**src/rtl/operand_fetch_pkg.sv**
```systemverilog
// ============================================================================
// cpu_pkg : widths and operand-fetch FSM state type shared by the CPU slice
// Rev 1.0 : initial release
// ============================================================================
`default_nettype none

package cpu_pkg;

  localparam int DATA_W   = 16;
  localparam int ADR_W    = 2;
  localparam int NUM_REGS = 4;

  typedef enum logic [1:0] {
    IDLE  = 2'd0,
    CHECK = 2'd1,
    READ  = 2'd2,
    HOLD  = 2'd3
  } state_t;

endpackage

`default_nettype wire

```
**src/rtl/operand_fetch_if.sv**
```systemverilog
// ============================================================================
// operand_fetch_if : decode, execute, writeback and register-file signals
// Rev 1.0 : initial release
// ============================================================================
`default_nettype none

interface operand_fetch_if;
  import cpu_pkg::*;

  logic              in_valid;
  logic              in_ready;
  logic [ADR_W-1:0]  in_rs1;
  logic [ADR_W-1:0]  in_rs2;
  logic [ADR_W-1:0]  in_rd;
  logic              in_wen;

  logic              out_valid;
  logic              out_ready;
  logic [DATA_W-1:0] out_op1;
  logic [DATA_W-1:0] out_op2;
  logic [ADR_W-1:0]  out_rd;
  logic              out_wen;

  logic              wb_valid;
  logic [ADR_W-1:0]  wb_adr;
  logic [DATA_W-1:0] wb_data;

  logic              rf_read_en;
  logic [ADR_W-1:0]  rf_read_adr1;
  logic [ADR_W-1:0]  rf_read_adr2;
  logic [DATA_W-1:0] rf_read_data1;
  logic [DATA_W-1:0] rf_read_data2;
  logic              rf_write_en;
  logic [ADR_W-1:0]  rf_write_adr;
  logic [DATA_W-1:0] rf_write_data;

  // master is the operand-fetch stage itself
  modport master (
    input  in_valid, in_rs1, in_rs2, in_rd, in_wen,
    input  out_ready,
    input  wb_valid, wb_adr, wb_data,
    input  rf_read_data1, rf_read_data2,
    output in_ready,
    output out_valid, out_op1, out_op2, out_rd, out_wen,
    output rf_read_en, rf_read_adr1, rf_read_adr2,
    output rf_write_en, rf_write_adr, rf_write_data
  );

  modport slave (
    output in_valid, in_rs1, in_rs2, in_rd, in_wen,
    output out_ready,
    output wb_valid, wb_adr, wb_data,
    output rf_read_data1, rf_read_data2,
    input  in_ready,
    input  out_valid, out_op1, out_op2, out_rd, out_wen,
    input  rf_read_en, rf_read_adr1, rf_read_adr2,
    input  rf_write_en, rf_write_adr, rf_write_data
  );

endinterface

`default_nettype wire

```
**src/rtl/operand_fetch_reg_scoreboard.sv**
```systemverilog
// ============================================================================
// reg_scoreboard : per-register busy bits, set on issue, cleared on writeback
// Rev 1.0 : initial release
// ============================================================================
`default_nettype none

module reg_scoreboard
  import cpu_pkg::*;
(
  input  logic                clk,
  input  logic                reset,
  input  logic                i_set,
  input  logic [ADR_W-1:0]    i_set_adr,
  input  logic                i_clr,
  input  logic [ADR_W-1:0]    i_clr_adr,
  output logic [NUM_REGS-1:0] o_busy
);

  logic [NUM_REGS-1:0] r_busy;

  for (genvar i = 0; i < NUM_REGS; i++) begin : g_busy
    // a new producer outranks a retiring one on the same register
    always_ff @(posedge clk) begin
      if (!reset) begin
        r_busy[i] <= 1'b0;
      end else if (i_set && (i_set_adr == ADR_W'(i))) begin
        r_busy[i] <= 1'b1;
      end else if (i_clr && (i_clr_adr == ADR_W'(i))) begin
        r_busy[i] <= 1'b0;
      end
    end
  end

  assign o_busy = r_busy;

endmodule

`default_nettype wire

```
**src/rtl/operand_fetch.sv**
```systemverilog
// ============================================================================
// operand_fetch : hazard-checked register read with writeback forwarding
// Rev 1.0 : initial release
// ============================================================================
`default_nettype none

module operand_fetch
  import cpu_pkg::*;
(
  input  logic            clk,
  input  logic            reset,
  operand_fetch_if.master bus
);

  state_t              r_state;
  state_t              w_state_nxt;
  logic [ADR_W-1:0]    r_rs1;
  logic [ADR_W-1:0]    r_rs2;
  logic [ADR_W-1:0]    r_rd;
  logic                r_wen;
  logic [DATA_W-1:0]   r_op1;
  logic [DATA_W-1:0]   r_op2;
  logic [ADR_W-1:0]    r_out_rd;
  logic                r_out_wen;
  logic [NUM_REGS-1:0] w_busy;
  logic                w_stall;
  logic                w_read_en;
  logic                w_set;
  logic [DATA_W-1:0]   w_op1;
  logic [DATA_W-1:0]   w_op2;

  reg_scoreboard u_sb (
    .clk       (clk),
    .reset     (reset),
    .i_set     (w_set),
    .i_set_adr (r_rd),
    .i_clr     (bus.wb_valid),
    .i_clr_adr (bus.wb_adr),
    .o_busy    (w_busy)
  );

  assign w_stall = w_busy[r_rs1] | w_busy[r_rs2] | (r_wen & w_busy[r_rd]);

  // the register file is written on the capture edge, so its read data is stale
  assign w_op1 = (bus.wb_valid && (bus.wb_adr == r_rs1)) ? bus.wb_data : bus.rf_read_data1;
  assign w_op2 = (bus.wb_valid && (bus.wb_adr == r_rs2)) ? bus.wb_data : bus.rf_read_data2;

  always_comb begin
    w_state_nxt = r_state;
    w_read_en   = 1'b0;
    w_set       = 1'b0;
    case (r_state)
      IDLE: begin
        if (bus.in_valid) w_state_nxt = CHECK;
      end
      CHECK: begin
        if (!w_stall) begin
          w_read_en   = 1'b1;
          w_state_nxt = READ;
        end
      end
      READ: begin
        w_set       = r_wen;
        w_state_nxt = HOLD;
      end
      HOLD: begin
        if (bus.out_ready) w_state_nxt = IDLE;
      end
      default: w_state_nxt = IDLE;
    endcase
  end

  always_ff @(posedge clk) begin
    if (!reset) begin
      r_state   <= IDLE;
      r_rs1     <= '0;
      r_rs2     <= '0;
      r_rd      <= '0;
      r_wen     <= 1'b0;
      r_op1     <= '0;
      r_op2     <= '0;
      r_out_rd  <= '0;
      r_out_wen <= 1'b0;
    end else begin
      r_state <= w_state_nxt;
      if ((r_state == IDLE) && bus.in_valid) begin
        r_rs1 <= bus.in_rs1;
        r_rs2 <= bus.in_rs2;
        r_rd  <= bus.in_rd;
        r_wen <= bus.in_wen;
      end
      if (r_state == READ) begin
        r_op1     <= w_op1;
        r_op2     <= w_op2;
        r_out_rd  <= r_rd;
        r_out_wen <= r_wen;
      end
    end
  end

  assign bus.in_ready      = (r_state == IDLE);
  assign bus.out_valid     = (r_state == HOLD);
  assign bus.out_op1       = r_op1;
  assign bus.out_op2       = r_op2;
  assign bus.out_rd        = r_out_rd;
  assign bus.out_wen       = r_out_wen;
  assign bus.rf_read_en    = w_read_en;
  assign bus.rf_read_adr1  = r_rs1;
  assign bus.rf_read_adr2  = r_rs2;
  assign bus.rf_write_en   = bus.wb_valid & reset;
  assign bus.rf_write_adr  = bus.wb_adr;
  assign bus.rf_write_data = bus.wb_data;

endmodule

`default_nettype wire

```
**src/flat_wrapper.sv**
```systemverilog
// flat-port wrapper written by rule: the top's interface ports become plain ports
module operand_fetch_flat import cpu_pkg::*;
  (clk, reset, bus_in_valid, bus_in_rs1, bus_in_rs2, bus_in_rd, bus_in_wen, bus_out_ready, bus_wb_valid, bus_wb_adr, bus_wb_data, bus_rf_read_data1, bus_rf_read_data2, bus_in_ready, bus_out_valid, bus_out_op1, bus_out_op2, bus_out_rd, bus_out_wen, bus_rf_read_en, bus_rf_read_adr1, bus_rf_read_adr2, bus_rf_write_en, bus_rf_write_adr, bus_rf_write_data);
  operand_fetch_if bus_i ();
  input  logic clk;
  input  logic reset;
  input wire logic [$bits(bus_i.in_valid)-1:0] bus_in_valid;
  input wire logic [$bits(bus_i.in_rs1)-1:0] bus_in_rs1;
  input wire logic [$bits(bus_i.in_rs2)-1:0] bus_in_rs2;
  input wire logic [$bits(bus_i.in_rd)-1:0] bus_in_rd;
  input wire logic [$bits(bus_i.in_wen)-1:0] bus_in_wen;
  input wire logic [$bits(bus_i.out_ready)-1:0] bus_out_ready;
  input wire logic [$bits(bus_i.wb_valid)-1:0] bus_wb_valid;
  input wire logic [$bits(bus_i.wb_adr)-1:0] bus_wb_adr;
  input wire logic [$bits(bus_i.wb_data)-1:0] bus_wb_data;
  input wire logic [$bits(bus_i.rf_read_data1)-1:0] bus_rf_read_data1;
  input wire logic [$bits(bus_i.rf_read_data2)-1:0] bus_rf_read_data2;
  output wire logic [$bits(bus_i.in_ready)-1:0] bus_in_ready;
  output wire logic [$bits(bus_i.out_valid)-1:0] bus_out_valid;
  output wire logic [$bits(bus_i.out_op1)-1:0] bus_out_op1;
  output wire logic [$bits(bus_i.out_op2)-1:0] bus_out_op2;
  output wire logic [$bits(bus_i.out_rd)-1:0] bus_out_rd;
  output wire logic [$bits(bus_i.out_wen)-1:0] bus_out_wen;
  output wire logic [$bits(bus_i.rf_read_en)-1:0] bus_rf_read_en;
  output wire logic [$bits(bus_i.rf_read_adr1)-1:0] bus_rf_read_adr1;
  output wire logic [$bits(bus_i.rf_read_adr2)-1:0] bus_rf_read_adr2;
  output wire logic [$bits(bus_i.rf_write_en)-1:0] bus_rf_write_en;
  output wire logic [$bits(bus_i.rf_write_adr)-1:0] bus_rf_write_adr;
  output wire logic [$bits(bus_i.rf_write_data)-1:0] bus_rf_write_data;
  assign bus_i.in_valid = bus_in_valid;
  assign bus_i.in_rs1 = bus_in_rs1;
  assign bus_i.in_rs2 = bus_in_rs2;
  assign bus_i.in_rd = bus_in_rd;
  assign bus_i.in_wen = bus_in_wen;
  assign bus_i.out_ready = bus_out_ready;
  assign bus_i.wb_valid = bus_wb_valid;
  assign bus_i.wb_adr = bus_wb_adr;
  assign bus_i.wb_data = bus_wb_data;
  assign bus_i.rf_read_data1 = bus_rf_read_data1;
  assign bus_i.rf_read_data2 = bus_rf_read_data2;
  assign bus_in_ready = bus_i.in_ready;
  assign bus_out_valid = bus_i.out_valid;
  assign bus_out_op1 = bus_i.out_op1;
  assign bus_out_op2 = bus_i.out_op2;
  assign bus_out_rd = bus_i.out_rd;
  assign bus_out_wen = bus_i.out_wen;
  assign bus_rf_read_en = bus_i.rf_read_en;
  assign bus_rf_read_adr1 = bus_i.rf_read_adr1;
  assign bus_rf_read_adr2 = bus_i.rf_read_adr2;
  assign bus_rf_write_en = bus_i.rf_write_en;
  assign bus_rf_write_adr = bus_i.rf_write_adr;
  assign bus_rf_write_data = bus_i.rf_write_data;
  operand_fetch u_core (.clk(clk), .reset(reset), .bus(bus_i));
endmodule
```
**config.mk**
```make
export PLATFORM = sky130hd
export DESIGN_NAME = operand_fetch_flat
export DESIGN_NICKNAME = d
export VERILOG_FILES = /design/src/rtl/operand_fetch_pkg.sv /design/src/rtl/operand_fetch_if.sv /design/src/rtl/operand_fetch_reg_scoreboard.sv /design/src/rtl/operand_fetch.sv /design/src/flat_wrapper.sv
export SDC_FILE = /design/constraint.sdc
export NUM_CORES = 1
export LEC_CHECK = 0
export ABC_AREA = 1
export CORE_MARGIN = 3
export CORE_UTILIZATION = 44
export CTS_CLUSTER_DIAMETER = 100
export DETAILED_ROUTE_END_ITERATION = 8
export PLACE_DENSITY = 0.82
export SYNTH_ARGS = -nofsm -noshare
export SYNTH_HDL_FRONTEND = slang
export SYNTH_SLANG_ARGS = --single-unit
```
**constraint.sdc**
```tcl
create_clock -name clk -period 4.55 [get_ports clk]
set_input_delay 1.365 -clock clk [delete_from_list [all_inputs] [get_ports clk]]
set_output_delay 1.365 -clock clk [all_outputs]
set_load 0.05 [all_outputs]
```
Word-level counts from Yosys, hierarchy flattened
Index checks and enable logic that the tools add are counted.

Flip-flop bits (word level): 48. Word-level logic and storage cells: 76.

Order comparisons: 3. Equal/unequal tests: 14. Mux-type cells: 23. Bitwise operators: 4. Reductions and logical operators: 19.

Operator list (number): $mux W16 (2); $mux W1 (14); $eq A2 B2 Y1 const B (6); $logic_and A1 B1 Y1 (11); $lt A2 B3 Y1 const B (3); $pmux W2 S4 (1); $reduce_bool A2 Y1 (4); $bmux W1 S2 (3); $eq A2 B1 Y1 const B (3); $logic_not A2 Y1 (3); $mux W2 (3); $ne A2 B2 Y1 const B (3); $eq A2 B2 Y1 (2); $reduce_and A3 Y1 (1); $and A1 B1 Y1 (2); $or A1 B1 Y1 (2).

Depth between registers and ports, before layout
Depth in word-level cells: 6. Depth in mapped cells: 10. Mapped depth without buffers: 10.

Modules after synthesis
From an unflattened synthesis, not the netlist that was laid out.

Cell total of the unflattened synthesis: 361. Area, all modules: 2539.9 sq um.

By module, submodules not included: operand_fetch (times used 1, cells each 335, area an instance 2363.5 sq um, sequential area each 880.8 sq um); reg_scoreboard (times used 1, cells each 26, area an instance 176.4 sq um, sequential area each 80.1 sq um).

Worst setup path before layout
Ideal clock, no wire load.

Path kind: in2out. Start: in reset. End: out bus_rf_write_en. Arrival time: 1.955 ns. Required time: 3.185 ns. Path slack: 1.230 ns. Cell stages on the path: 3. Buffers on the path: 1. Cell sequence: clkbuf_1 -> nand2_1 -> inv_1.

Longest elaborated chain between the ends: 1.

RTL lines: from (decl) (line flat_wrapper.sv:6) `input logic reset;`; $and A1 B1 Y1 (line operand_fetch.sv:110) `assign bus.rf_write_en = bus.wb_valid & reset;`; to (decl) (line flat_wrapper.sv:27) `output wire logic [$bits(bus_i.rf_write_en)-1:0] bus_rf_write_en;`.

Every way passes these cells.

Final worst setup path
Start: in bus_wb_data[14]. End: out bus_rf_write_data[14].

RTL lines: from (decl) (line flat_wrapper.sv:15) `input wire logic [$bits(bus_i.wb_data)-1:0] bus_wb_data;`; to (decl) (line flat_wrapper.sv:29) `output wire logic [$bits(bus_i.rf_write_data)-1:0] bus_rf_write_data;`.

No word-level cell between the ends.

==> impl_metrics.json <==
{
  "run_status": "complete, no violations",
  "detailedRoute.firstIterationViolations": 140,
  "floorplan.die_area_um2": 6640,
  "finish.net_count": 516,
  "clock_latency_reported_for_the_late_side_of_the_worst_skew_pair_ps": 310,
  "critical_path.slowest_cell": "sky130_fd_sc_hd__clkdlybuf4s50_1",
  "cts_resized": 0,
  "cts.clk_slew.worst_paths_ps": 100,
  "critical_path.most_common_cell": "sky130_fd_sc_hd__clkdlybuf4s50_1",
  "synthMuxAreaShare_pct": 0,
  "area_of_the_placeable_core_um2": 5300,
  "p_per_area_nw_per_um2": 596,
  "synth_xor_xnor_area_share_pct": 0.698,
  "ys_seq_elements": 48,
  "area_delta_synth_final_pct": 49.4,
  "drive_gt1_share_pct": 3.77,
  "worst_ir_drop_vdd_uv": 332,
  "report.final.setup_viol": 0,
  "timing_worst_slew_pin_value_ps": 1080,
  "quantity_of_hold_fixing_buffers_added_after_cts": 0,
  "post-route-util_pct": 70.7,
  "grt_first_pass_wirelength_mm": 11.8,
  "area_fraction_in_compound_gates_after_synthesis_pct": 29.2,
  "placementRows": 26,
  "cp_cell_sequence": "clkdlybuf4s50_1, clkdlybuf4s50_1",
  "grt_usage_pct": 22.9,
  "finalWeightedCongestion": 0.880,
  "min_period_over_period_pct": 89.5,
  "hold_class": "flip-flop to flip-flop",
  "hold_viol": 0,
  "wl_cell_um": 14.4,
  "setup_repair_after_global_routing_missed_its_margin": "false",
  "timing_worst_setup_path_type": "input pin to primary output",
  "drv_slew": 0,
  "grt_start_max_net_pins": 45,
  "netlist_area_before_placement_um2": 2510,
  "drc_errors": 0,
  "syn_avg_cell_area_um2": 7.13,
  "detailed_place_hpwl_mm": 5.58,
  "cts_tree": "yes",
  "clock_tree.buffer_depth": 2,
  "placement.setup.worst_slack_ps": 474,
  "leakage_power_summed_over_all_cells_nw": 1.72,
  "synth_cells": 352,
  "detail_route.wirelength_mm": 7.50,
  "post_synth_and_or_nand_nor_area_fraction_pct": 12.7,
  "critPathRequiredTime_ps": 3180,
  "grt-ovfl-total": 0,
  "cp_launch_type": "input pin",
  "antenna_violating_nets_post_route": 0,
  "syn-num-nets": 418,
  "grt_pass1_vias": 2502,
  "final_period_minus_worst_setup_slack_ps": 4070,
  "number_of_antenna_violations_at_the_first_check_in_global_routing": 0,
  "worstPathBufferInverterCount": 2,
  "htree_depth": 2,
  "cts-buffers-inserted": 5,
  "ys_warn_count": 0,
  "slew-limit-headroom_pct": 27.6,
  "timing.max_cap.violations": 0,
  "finClkSkew_ps": 10.6,
  "total_setup_buffers_inserted_after_cts": 0,
  "critical-path-max-stage-delay_ps": 820,
  "crit_path_max_fanout": 3,
  "fin_total_pwr_mw": 2.23,
  "capturing_element_type_of_the_critical_path": "primary output",
  "cts.sinks": 48,
  "layout_setup_ws_ps": 476,
  "worst-endpoint-arrival_ps": 2710,
  "num-fill-cells": 430,
  "synth_top_family_by_area": "compound AO/OA/AOI/OAI gates",
  "num_antenna_cells": 0,
  "routed_via_density": 5.00,
  "port_buffers": 122,
  "floorplan.initialDensity_pct": 47.3,
  "io_pins": 123,
  "route.vias.total": 2605,
  "die_width_um": 81.5,
  "netlist-cell-type-count": 20,
  "die_height_um": 81.5,
  "clockRootBuffer": "sky130_fd_sc_hd__clkbuf_8",
  "drt_pass1_iterations": 4,
  "setup_tns_ps": 0,
  "max_freq_mhz": 245,
  "path_delay_family": "buffers and inverters",
  "synth-adder-area-share_pct": 2.00,
  "synth-seq-area-share_pct": 38.3
}
-- cell type report --
class | count | area [um2] | area share [%]
Clock buffer | 5 | 68.8 | 1.84
Multi-Input combinational cell | 213 | 1120 | 29.8
Tap cell | 70 | 87.6 | 2.34
Sequential cell | 48 | 961 | 25.6
Timing Repair Buffer | 125 | 1250 | 33.4
Clock inverter | 3 | 46.3 | 1.23
Inverter | 57 | 216 | 5.77
-- cell usage after synthesis, drive strengths merged --
library cell / instances / area share [%]
a21o: 32 / 9.6
a21oi: 50 / 10
buf: 27 / 7.5
clkbuf: 7 / 1.0
clkinv: 2 / 0.40
dfxtp: 48 / 38
ha: 4 / 2.0
inv: 55 / 8.2
nand2: 56 / 8.6
nand3: 16 / 3.2
nor2: 6 / 0.90
o21ai: 44 / 8.8
o22ai: 1 / 0.25
o31ai: 2 / 0.60
xnor2: 2 / 0.70
-- state kept, by name (all words and copies together), names as in the netlist --
signal	flops
u_core.bus.out_op1	16
u_core.bus.out_op2	16
u_core.bus.out_rd	2
u_core.bus.out_wen	1
u_core.bus.rf_read_adr1	2
u_core.bus.rf_read_adr2	2
u_core.r_rd	2
u_core.r_state	2
u_core.r_wen	1
u_core.u_sb.o_busy	4
-- layer usage --
| metal | up-vias | global-route usage, % | wire, um | part of all wire (%) |
|---|---|---|---|---|
| met2 | 79 | 40.1 | 3860 | 51 |
| li1 | 1324 | - | - | - |
| met1 | 1187 | 27.1 | 3010 | 40 |
| met5 | - | 0 | 0 | 0 |
| met4 | 0 | 9.12 | 199 | 2.7 |
| met3 | 15 | 4.93 | 434 | 5.8 |
-- through the flow --
step | cells | cell area (um2) | hold slack, ps
after floorplan | 352 | 2510 | 457
after global placement | 513 | 3630 | 474
after detailed placement | 513 | 3630 | 484
after CTS | 521 | 3750 | 499
after global routing | 521 | 3750 | 503
final | 521 | 3750 | 490
-- worst min-delay path, stage by stage (launching register included) --
cell and delay [ps]:
sky130_fd_sc_hd__dfxtp_1 330, sky130_fd_sc_hd__nand2_1 60, sky130_fd_sc_hd__a21oi_1 50
-- logic make-up (layout without fill, tap and decap cells) --
| group | after synthesis | in the layout |
|---|---|---|
| AO/OA/AOI/OAI | 129 | 129 |
| flip-flops | 48 | 48 |
| XOR/XNOR | 2 | 2 |
| buffers and inverters | 91 | 190 |
| AND/OR/NAND/NOR | 78 | 78 |
| adder cells (fa/ha/maj) | 4 | 4 |
-- layout by cell type, fill, tap and decap left out, drive strengths merged --
cell type / n
clkinvlp: 1
buf: 5
inv: 56
clkinv: 2
o22ai: 1
a21o: 32
xnor2: 2
o31ai: 2
a21oi: 50
bufinv: 1
o21ai: 44
nor2: 6
ha: 4
dfxtp: 48
nand3: 16
clkbuf: 5
clkdlybuf4s50: 120
nand2: 56
-- path summary, 6_finish.rpt --
kind / start / endpoint / slack (ps) / cells after the start
worst max-delay path: bus_wb_data[14] / bus_rf_write_data[14] / 480 / 2
worst min-delay path: u_core.bus.out_wen / u_core.bus.out_wen / 490 / 2
worst max register to register: u_core.r_state[0] / u_core.bus.out_op2[9] / 2660 / 6
worst min register to register: u_core.bus.out_wen / u_core.bus.out_wen / 490 / 2
-- power by group --
part / switching, mW / internal [mW] / total [mW]
clock: 0.151 / 0.166 / 0.316
sequential: 0.0808 / 0.557 / 0.638
combinational: 0.849 / 0.431 / 1.28
Power figures use the tool's default switching activity.
==> variant: new RTL, config.mk and constraints unchanged <==
Set the package constant `NUM_REGS` to 8 (it was 4).
--- a/src/rtl/operand_fetch_pkg.sv
+++ b/src/rtl/operand_fetch_pkg.sv
@@ -8,7 +8,7 @@
 
   localparam int DATA_W   = 16;
   localparam int ADR_W    = 2;
-  localparam int NUM_REGS = 4;
+  localparam int NUM_REGS = 8;
 
   typedef enum logic [1:0] {
     IDLE  = 2'd0,
Formal check against the unedited RTL: equivalent (Yosys induction, for registers that start in step).
==> variant against the unedited design <==
Register-to-register slack better by 50 ps. Worst setup slack worse by 20 ps. Total power grew 2.2%. Routed wire length fell by 2.5%. Cell area rose by 0.97%. Sequential cell count is the same. Critical path type unchanged. Clock power grew 14%. Synthesized area up 2.3%.
==> variant: results (changes against the unedited design) <==
{
  "worst_setup_path": {
    "worstPathMaxFanout": {"value": 4, "change": "was 3"},
    "endpoint": {"value": "bus_rf_write_adr[0]", "change": "was bus_rf_write_data[14]"},
    "cp_data_arrival_time": {"value": 2730, "unit": "ps", "change": "was 2710 ps"},
    "r2r_end": {"value": "u_core.bus.out_op1[3]$_SDFFE_PN0N_", "change": "was u_core.bus.out_op2[9]$_SDFFE_PN0N_"},
    "timing.critical_path.from": {"value": "bus_wb_adr[0]", "change": "was bus_wb_data[14]"}
  },
  "route": {
    "post_drt_wl_per_cell": {"value": 13.99, "unit": "um", "change": "was 14.40 um"},
    "iteration_0_drc_markers": {"value": 109, "change": "was 140"},
    "met2_routed_wirelength": {"value": 3.617, "unit": "mm", "change": "was 3.856 mm"},
    "vias": {"value": 2619, "change": "was 2605"}
  },
  "final_layout": {
    "finish.net_count": {"value": 517, "change": "was 516"}
  },
  "yosys": {
    "yosys-top-cells-count": {"value": "nand2_1 (56), inv_1 (53), a21oi_1 (48), dfxtp_1 (48), o21ai_0 (41)", "change": "was inv_1 (55), nand2_1 (54), a21oi_1 (50)"},
    "synth_cell_type_count": {"value": 22, "change": "was 20"},
    "synth_nets": {"value": 420, "change": "was 418"},
    "post_synth_inst_count": {"value": 354, "change": "was 352"},
    "synth_area_leaders": {"value": "dfxtp_1 (37%), a21oi_1 (9.4%), a21o_1 (9.4%), nand2_1 (8.2%), o21ai_0 (8.0%)", "change": "was dfxtp_1 (38%), a21oi_1 (10%), a21o_1 (9.6%), o21ai_0 (8.4%), inv_1 (8.2%)"}
  },
  "sta": {
    "fin_skew": {"value": 10.44, "unit": "ps", "change": "was 10.60 ps"},
    "worst_hold_slack": {"value": 476.5, "unit": "ps", "change": "was 490.0 ps"},
    "worst_slew_margin_rel": {"value": 29.08, "unit": "%", "change": "was 27.60%"}
  },
  "power": {
    "total_leakage_power": {"value": 1.737, "unit": "nW", "change": "was 1.721 nW"},
    "max-vdd-ir-drop": {"value": 0.0003361, "unit": "V", "change": "was 0.0003323 V"},
    "cellPowerDensity": {"value": 603.0, "unit": "nW/um2", "change": "was 595.9 nW/um2"}
  },
  "status": {
    "status": {"value": "finished, final reports clean", "change": "unchanged"}
  },
  "place": {
    "gpl.final_weighted_congestion": {"value": 0.7919, "change": "was 0.8797"},
    "dpl-instance-area": {"value": 3656, "unit": "um2", "change": "was 3633 um2"}
  },
  "global_route": {
    "met3_usage_grt": {"value": 7.918, "unit": "%", "change": "was 4.934%"},
    "grt_pass1_vias": {"value": 2422, "change": "was 2502"},
    "grt_pass1_wl": {"value": 10.94, "unit": "mm", "change": "was 11.79 mm"}
  },
  "die": {
    "rows": {"value": 27, "change": "was 26"}
  }
}
## variant: cell types whose count changed in the layout (fill, tap and decap cells not counted), sizes merged, moves of 2 or more
cell,before,now
nand2,56,58
clkinv,2,0
nand3,16,18
o31ai,2,0
## variant: cell type report
| class | count | share of cell area (%) |
|---|---|---|
| Timing Repair Buffer | 124 | 32.86 |
| Multi-Input combinational cell | 215 | 30.05 |
| Sequential cell | 48 | 25.39 |
| Inverter | 57 | 5.917 |
| Tap cell | 72 | 2.380 |
| Clock buffer | 5 | 1.818 |
| Clock inverter | 2 | 1.587 |
## variant: report_power, final
group	total [mW]	switching, mW	internal, mW
Clock	0.359	0.142	0.216
Sequential	0.639	0.0817	0.557
Combinational	1.28	0.851	0.434
Total	2.28	1.08	1.21
## variant: cell families after synthesis
family	Yosys count	share of synthesized area (%)
AO/OA/AOI/OAI	127	28.23
adder cells (fa/ha/maj)	4	1.950
AND/OR/NAND/NOR	82	13.46
flip-flops	48	37.45
buffers and inverters	91	18.24
XOR/XNOR	2	0.6827
